$ cat config.mk
export PLATFORM = sky130hd
export DESIGN_NAME = cmp_arbiter
export DESIGN_NICKNAME = d
export VERILOG_FILES = /design/src/rtl/cmp_arb_pkg.sv /design/src/rtl/Comparator.sv /design/src/rtl/cmp_rr_pick.sv /design/src/rtl/cmp_arbiter.sv
export SDC_FILE = /design/constraint.sdc
export NUM_CORES = 1
export LEC_CHECK = 0
export BUFFER_PORTS_ARGS = -buffer_cell sky130_fd_sc_hd__buf_2
export CAP_MARGIN = 40
export CORE_MARGIN = 4
export CORE_UTILIZATION = 52
export CTS_CLUSTER_DIAMETER = 40
export CTS_CLUSTER_SIZE = 30
export DETAILED_ROUTE_END_ITERATION = 8
export PLACE_DENSITY = 0.8
export SLEW_MARGIN = 20
export SYNTH_ARGS = -nofsm -noshare
export SYNTH_HDL_FRONTEND = slang
export SYNTH_HIERARCHICAL = 1
export SYNTH_SLANG_ARGS = --single-unit
$ cat constraint.sdc
create_clock -name clk -period 4.14 [get_ports clk]
set_input_delay 0.207 -clock clk [delete_from_list [all_inputs] [get_ports clk]]
set_output_delay 0.207 -clock clk [all_outputs]
set_load 0.005 [all_outputs]
$ cat src/rtl/cmp_arb_pkg.sv
// rtl/cmp_arb_pkg.sv - shared FSM encoding and ID-width helper for the comparator arbiter
package cmp_arb_pkg;

  // Sequencer states; encodings are fixed so they stay stable across users of the package
  typedef enum logic [1:0] {
    ST_IDLE = 2'd0,
    ST_CMP  = 2'd1,
    ST_DONE = 2'd2
  } arb_state_t;

  // Requester-ID width; never below one bit so ID ports always exist
  function automatic int calc_idw(input int r);
    return (r < 2) ? 1 : $clog2(r);
  endfunction

endpackage

$ cat src/rtl/Comparator.sv
// rtl/Comparator.sv - registered unsigned N-bit comparator with one-cycle latency
module Comparator #(
  parameter int N = 4
) (
  input  logic         clk,
  input  logic         reset_n,
  input  logic [N-1:0] A,
  input  logic [N-1:0] B,
  output logic         GT,
  output logic         LT,
  output logic         EQ
);

  // Register the three relations every cycle; exactly one is set once out of reset
  always_ff @(posedge clk or negedge reset_n) begin
    if (!reset_n) begin
      GT <= 1'b0;
      LT <= 1'b0;
      EQ <= 1'b0;
    end else begin
      GT <= (A > B);
      LT <= (A < B);
      EQ <= (A == B);
    end
  end

endmodule

$ cat src/rtl/cmp_rr_pick.sv
// rtl/cmp_rr_pick.sv - combinational round-robin picker starting after the last grant
module cmp_rr_pick
  import cmp_arb_pkg::*;
#(
  parameter  int R   = 4,
  localparam int IDW = calc_idw(R)
) (
  input  logic [R-1:0]   req_valid,
  input  logic [IDW-1:0] last_grant,
  output logic [R-1:0]   grant_onehot,
  output logic [IDW-1:0] grant_id,
  output logic           any
);

  logic [IDW-1:0] idx;

  // Scan from last_grant+1 with wrap-around; the just-served requester is checked last
  always_comb begin
    grant_onehot = '0;
    grant_id     = '0;
    any          = 1'b0;
    idx          = '0;
    for (int k = 1; k <= R; k++) begin
      idx = IDW'((int'(last_grant) + k) % R);
      if (!any && req_valid[idx]) begin
        any               = 1'b1;
        grant_onehot[idx] = 1'b1;
        grant_id          = idx;
      end
    end
  end

endmodule

$ cat src/rtl/cmp_arbiter.sv
// rtl/cmp_arbiter.sv - round-robin sequencer sharing one registered comparator among R requesters
module cmp_arbiter
  import cmp_arb_pkg::*;
#(
  parameter  int N   = 4,
  parameter  int R   = 4,
  localparam int IDW = calc_idw(R)
) (
  input  logic           clk,
  input  logic           reset_n,
  input  logic [R-1:0]   req_valid,
  input  logic [R*N-1:0] req_a,
  input  logic [R*N-1:0] req_b,
  output logic [R-1:0]   req_ready,
  output logic           resp_valid,
  input  logic           resp_ready,
  output logic [IDW-1:0] resp_id,
  output logic           resp_gt,
  output logic           resp_lt,
  output logic           resp_eq,
  output logic           busy
);

  arb_state_t     state;
  logic [IDW-1:0] last_grant;
  logic [N-1:0]   op_a;
  logic [N-1:0]   op_b;
  logic [IDW-1:0] op_id;

  logic [R-1:0]   pick_onehot;
  logic [IDW-1:0] pick_id;
  logic           pick_any;
  logic           cmp_gt;
  logic           cmp_lt;
  logic           cmp_eq;

  cmp_rr_pick #(.R(R)) u_pick (
    .req_valid    (req_valid),
    .last_grant   (last_grant),
    .grant_onehot (pick_onehot),
    .grant_id     (pick_id),
    .any          (pick_any)
  );

  // op_a/op_b are the only drivers of the comparator; holding them keeps its output stable in DONE
  Comparator #(.N(N)) u_cmp (
    .clk     (clk),
    .reset_n (reset_n),
    .A       (op_a),
    .B       (op_b),
    .GT      (cmp_gt),
    .LT      (cmp_lt),
    .EQ      (cmp_eq)
  );

  // Grant only while idle; reset also forces it low so nothing looks accepted during reset
  always_comb begin
    req_ready = '0;
    if (reset_n && (state == ST_IDLE)) req_ready = pick_onehot;
  end

  // Flags are only meaningful with a pending response
  assign resp_gt = resp_valid & cmp_gt;
  assign resp_lt = resp_valid & cmp_lt;
  assign resp_eq = resp_valid & cmp_eq;

  // Sequencer: accept in IDLE, let the comparator register in CMP, hold the response in DONE
  always_ff @(posedge clk or negedge reset_n) begin
    if (!reset_n) begin
      state      <= ST_IDLE;
      last_grant <= IDW'(R - 1);
      op_a       <= '0;
      op_b       <= '0;
      op_id      <= '0;
      resp_valid <= 1'b0;
      resp_id    <= '0;
      busy       <= 1'b0;
    end else begin
      case (state)
        ST_IDLE: begin
          if (pick_any) begin
            op_a       <= req_a[pick_id*N +: N];
            op_b       <= req_b[pick_id*N +: N];
            op_id      <= pick_id;
            last_grant <= pick_id;
            busy       <= 1'b1;
            state      <= ST_CMP;
          end
        end
        ST_CMP: begin
          resp_valid <= 1'b1;
          resp_id    <= op_id;
          state      <= ST_DONE;
        end
        ST_DONE: begin
          if (resp_ready) begin
            resp_valid <= 1'b0;
            busy       <= 1'b0;
            state      <= ST_IDLE;
          end
        end
        default: begin
          resp_valid <= 1'b0;
          busy       <= 1'b0;
          state      <= ST_IDLE;
        end
      endcase
    end
  end

endmodule
==> results of run 1 <==
==> layout make-up <==
class / count / area [sq um] / share of cell area, %
multi-input combinational: 120 / 1110 / 54.2
sequential: 21 / 528 / 25.8
timing repair buffer: 52 / 270 / 13.2
inverter: 15 / 56.3 / 2.75
tap: 44 / 55.1 / 2.69
clock buffer: 3 / 22.5 / 1.10
clock inverter: 1 / 5.00 / 0.245
==> critical path, stage by stage, from the launching register on <==
cell      delay [ps]
dfstp_2          800
inv_1            180
ha_1             460
a21oi_1          170
a211oi_1          70
a311o_1          360
a221oi_2         230
buf_4            240
mux4_2           510
mux2_2           270
==> power by group through the flow <==
stage / clock network [mW] / registers [mW] / logic (mW)
finish: 0.0974 / 0.414 / 0.969
global route: 0.112 / 0.431 / 1.08
CTS: 0.103 / 0.416 / 0.975
detailed placement: 0 / 0.420 / 0.969
global placement: 0 / 0.411 / 0.930
floorplan: 0 / 0.380 / 0.811
==> final timing paths <==
path	to	slack, ps	depth (start not counted)	from
worst max-delay path	op_a[2]	730	9	last_grant[0]
worst min-delay path	resp_valid	220	3	resp_ready
worst max register to register	op_a[2]	730	9	last_grant[0]
worst min register to register	op_id[0]	510	1	op_id[0]
max in group asynchronous	last_grant[1]	3390	2	reset_n
min in group asynchronous	u_cmp/GT	390	2	reset_n
==> cells in the mapped netlist, drive strengths merged, types with 5 or more instances <==
cell type	number	share of area, %
buf	7	3.1
dfrtp	19	27
mux4	10	13
inv	15	3.2
ha	12	8.6
nand2	10	2.1
nand4	6	2.1
mux2	13	8.3
a21oi	6	1.9
a31oi	5	1.8
nor2	8	1.9
==> per-stage QoR <==
stage          area, sq um  utilization, %  power, mW
3_5_place_dp          2010            64.2       1.39
4_1_cts               2040            65.4       1.49
6_report              2040            65.4       1.48
3_3_place_gp          2010            64.2       1.34
5_1_grt               2040            65.4       1.63
2_1_floorplan         1750               -       1.19
==> logic make-up after synthesis <==
logic type | count (synthesis) | synth area share [%]
AOI/OAI and AO/OA | 36 | 16.5
adders and majority gates | 12 | 8.56
buffers and inverters | 26 | 7.13
DFF | 21 | 30.1
muxes | 26 | 22.9
and+or+nand+nor | 46 | 14.8
==> timing repair <==
item / in CTS / in global routing
resized for setup: 0 / 0
hold endpoints to repair: 19 / 0
hold buffers: 1 / 0
==> sequential cells by signal, indices dropped and copies added, names as in the netlist <==
register	cells
u_cmp/LT	1
op_b	4
resp_valid	1
last_grant	2
resp_id	2
op_a	4
state	2
u_cmp/EQ	1
busy	1
op_id	2
u_cmp/GT	1
==> metal layers <==
layer | up-vias | global-route usage (%)
met5 | - | 0
li1 | 719 | -
met4 | 0 | 7.36
met2 | 86 | 32.7
met3 | 10 | 2.89
met1 | 743 | 22.8
==> impl_results.md, run 1 <==
* Status: finished, final reports clean
* H-tree depth at 1
* Cell Area, Synth at about 1800 sq um
* YS warnings at 6
* WL met2 at ~1900 microns
* # nets final at 264
* Overall Global Routing Usage at 18.7%
* Initial Util at between 50 and 60%
* Static Leak at 0.970 nW
* Arr. time, crit path at around 3600 ps
* Maximum number of pins on one net before global-route repair at 26
* Root Buffer: clkbuf_4
* Final Critical Period at ~3400 ps
* Unrepaired setup endpoints after global routing: no
* Inst Count DP at about 250
* Net count after synthesis at around 220
* Place WS at between 700 and 800 ps
* Clock-pin slew on the worst setup and hold paths at 110 ps
* Relative slew slack at about 62%
* Total wire length at between 3000 and 4000 microns
* Clock Power Share at between 6 and 7%
* Die Ht at approximately 66 microns
* Final setup vio count at 0
* Hold slack at 223 ps
* Hold Path Class: input pin to flop
* Net Sw Frac at 41.7%
* TritonCTS Sinks at 21
* Ant. Diodes at 0
* Asr flop ratio synth at 100%
* Cell internal pwr at about 0.86 mW
* Die X at 66.1 microns
* Core box area at approximately 3100 sq um
* Kind of critical path: flop to flop
* Sw Pwr at roughly 0.62 mW
* Fmax achieved at about 0.29 GHz
* Congestion Overflow GR at 0
* Most frequent cells in the layout: buf_2, dfrtp_1, inv_1
* Antenna-violating nets left at 0
* Seq/Total Area, Yosys at between 30% and 40%
* First-pass GRT wire length at 6430 microns
* Max clock buf depth at 2
* Port bufs at 49
* Layout cells sized above 1 at about 40%
* Setup bufs post-CTS at 0
* Wire length on met1 at 1520 microns
* Final Hold Vio Count at 0
* Startpoint Class: flop
* Unique masters post-synth at 44
* Setup TNS at 0 ps
* Yosys reg bits at 21
* Cts bufs inserted at 3
* FILL cells at about 250
* Crit path required time at 4340 ps
* Power per cell area at around 720 nW/um^2
* DR WL/cell at 14.8 microns
* Number of flops mapped to enable cells by yosys at 0
* Top layer in use: met4
* Max_cap viols at 0
* Most common cell after layout, fill and taps aside: buf_2
* Worst Setup Slack, final at 731 ps
* VDD IR max at approximately 560 uV
* FP Rows at 20
* CTS tree: done
* Primary FF master, synth: dfrtp_1
* Syn Inst Count at about 170
* Via count at roughly 1600
* Finished Layout Cells at 256
* Drt first pass iters at 4
* Initial antenna violation count at 0
* Via/cell ratio at 6.09
* IO Pins at 50
* Vias in the first global route at approximately 1500
* Wire length on met3 at 301 microns
* Avg Cell Area, Syn at between 10 and 15 sq um
* Comb pwr share at 65.5%
* Clk_lat worst skew at between 300 and 400 ps
* Post-route DRC at 0
* Clk_skew at 1.63 ps
* Hpwl dp at ~3000 microns
* Reg power frac at 28.0%
* Crit. End Element: flop
* Crit path max fanout at 21
* Area Growth Syn to Fin at 16.5%
* Routability cong. at 0.862
* Period Utilization, post-route at ~82%
* Worst Max-Slew Pin Slew at 550 ps
* Die area at about 4400 sq um
* Max Slew Vio Count at 0
* Starting DRC count in detailed routing at between 100 and 150
Power figures use the tool's default switching activity.
==> inputs of run 2 (changes only) <==
==> constraint.sdc (replaced) <==
create_clock -name clk -period 3.2 [get_ports clk]
set_input_delay 0.16 -clock clk [delete_from_list [all_inputs] [get_ports clk]]
set_output_delay 0.16 -clock clk [all_outputs]
set_load 0.005 [all_outputs]
==> impl_results.md, run 2 (synthesized netlist as in run 1, its figures left out) <==
* H-tree depth at 1 (unchanged)
* Kind of critical path: flop to flop
* Status: finished, final reports clean
* Drt first pass iters at 4 (unchanged)
* Initial antenna violation count at 0 (unchanged)
* Reg2Reg Setup Slack at 170 ps (-560 ps)
* FP Rows at 20 (unchanged)
* Area Growth Syn to Fin at 18.9%
* # nets final at 269 (+1.9%)
* Die Ht at 66.1 microns (unchanged)
* Crit path required time at 3410 ps (-930 ps)
* Maximum number of pins on one net before global-route repair at 26 (unchanged)
* TritonCTS Sinks at 21 (unchanged)
* Hpwl dp at 3100 microns (+4.4%)
* Fin util at 66.7% (+1.3 points)
* Routability cong. at 0.838 (-2.8%)
* Initial Util at 56.1% (unchanged)
* Core box area at 3130 sq um (unchanged)
* Most common cell after layout, fill and taps aside: buf_2
* Ant. Diodes at 0 (unchanged)
* Reg-to-reg startpoint: last_grant[1]
* Arr. time, crit path at 3240 ps (-370 ps)
* Post-route DRC at 0 (unchanged)
* Antenna-violating nets left at 0 (unchanged)
* Hold Path Class: input pin to flop
* Max clock buf depth at 2 (unchanged)
* Period Utilization, post-route at 94.6% (+12 points)
* WHS Endpoint: resp_valid
* Startpoint Class: flop
* Starting DRC count in detailed routing at 74 (-35%)
* Congestion Overflow GR at 0 (unchanged)
* Power per cell area at 961 nW/um^2 (+33%)
* Final Critical Period at 3030 ps (-381 ps)
* CTS tree: done
* Placed Instance Area at 2030 sq um (+1.1%)
* CP delay by family, top: compound AO/OA/AOI/OAI gates
* Worst hold start: resp_ready
* Worst path cell trace: inv_1 -> ha_1 -> a21oi_1 -> a211oi_1 -> a311o_1 -> a221oi_2 -> buf_6 -> mux4_2 -> mux2_2
* Via count at 1545 (-0.83%)
* Layout cells sized above 1 at 42.4% (+1.4 points)
* Cts bufs inserted at 3 (unchanged)
* Fmax achieved at 0.330 GHz (+13%)
* Root Buffer: clkbuf_4
* IO Pins at 50 (unchanged)
* Crit path from: last_grant[1]
* Crit. End Element: flop
* Worst path max stage delay at 600 ps (-200 ps)
* Total wire length at 4030 microns (+6.3%)
* Worst Max-Slew Pin Slew at 544 ps (-6.76 ps)
* Final setup vio count at 0 (unchanged)
* Fin area at 2090 sq um (+2.0%)
* Max_cap viols at 0 (unchanged)
* Die X at 66.1 microns (unchanged)
* Port bufs at 49 (unchanged)
* Buf/Inv on CP at 2 (unchanged)
* Reg-to-reg endpoint: op_a[2]
* Most frequent cells in the layout: buf_2, dfrtp_1, inv_1
* Static Leak at 0.996 nW (+2.6%)
* Die area at 4370 sq um (unchanged)
* Crit path max fanout at 9 (-57%)
* Max Slew Vio Count at 0 (unchanged)
* Final Hold Vio Count at 0 (unchanged)
* Relative slew slack at 62.7% (+0.46 points)
* Clk_skew at 4.46 ps (+2.83 ps)
* Hold path cells at 3 (unchanged)
* Via/cell ratio at 5.92 (-2.7%)
* R2R depth at 9 (unchanged)
* Clock-pin slew on the worst setup and hold paths at 130 ps (+20 ps)
* Top flop regs: op_a: 4 flops, op_b: 4 flops
* VDD IR max at 532 uV (-4.9%)
* Clk_lat worst skew at 310 ps (about the same)
* Critical-path top delay cell: dfstp_2
* Vias in the first global route at 1533 (-0.13%)
* Overall Global Routing Usage at 19.3% (+0.55 points)
* First-pass GRT wire length at 6730 microns (+4.7%)
* DR WL/cell at 15.4 microns (+4.2%)
run 2: through the flow:
step	hold slack, ps	power (mW)	setup TNS (ps)	setup WS (ps)	std cells
finish	184	2.00	0	172	261
global route	162	2.18	-59.0	-18.4	261
CTS	179	1.97	0	92.3	259
detailed placement	173	1.84	0	110	254
global placement	155	1.77	0	229	254
floorplan	-136	1.57	0	30.0	167
run 2: how the worst max path moves through the flow:
| stage | endpoint | depth (start not counted) |
|---|---|---|
| after global placement | op_b[1] | 9 |
| after detailed placement | op_a[3] | 9 |
| after CTS | op_a[3] | 9 |
| after global routing | op_b[2] | 9 |
| final | op_a[2] | 9 |
| after floorplan | op_a[0] | 12 |
run 2: cell type report:
class	count	area (sq um)
Sequential cell	21	528
Clock buffer	3	22.5
Clock inverter	1	5.00
Tap cell	44	55.1
Multi-Input combinational cell	120	1110
Inverter	15	56.3
Fill cell	252	1040
Timing Repair Buffer	57	312
run 2: power breakdown:
part | total [mW] | leakage [nW] | internal [mW] | switching, mW
Sequential | 0.489 | 0.247 | 0.409 | 0.0797
Combinational | 1.38 | 0.731 | 0.711 | 0.672
Clock | 0.133 | 0.0177 | 0.0467 | 0.0863
Total | 2.00 | 0.996 | 1.17 | 0.838
run 2: what timing repair did:
item,4_1_cts,5_1_grt
setup endpoints to repair,0,8
setup buffers,0,2
hold buffers,1,0
hold endpoints to repair,19,0
resized for setup,0,1
run 2: layer usage:
metal	up-vias	track usage, %	wire (microns)
li1	724	-	-
met2	63	35.1	2090
met1	752	23.7	1670
met4	0	4.06	43
met3	6	3.06	225
met5	-	0	0
run 2: worst register-to-register path: cells and delay by family (launching register included):
| family | cells | cell delay, ps |
|---|---|---|
| compound gates | 4 | 870 |
| mux | 2 | 780 |
| flops | 1 | 600 |
| buf+inv | 2 | 280 |
| fa+ha+maj | 1 | 400 |
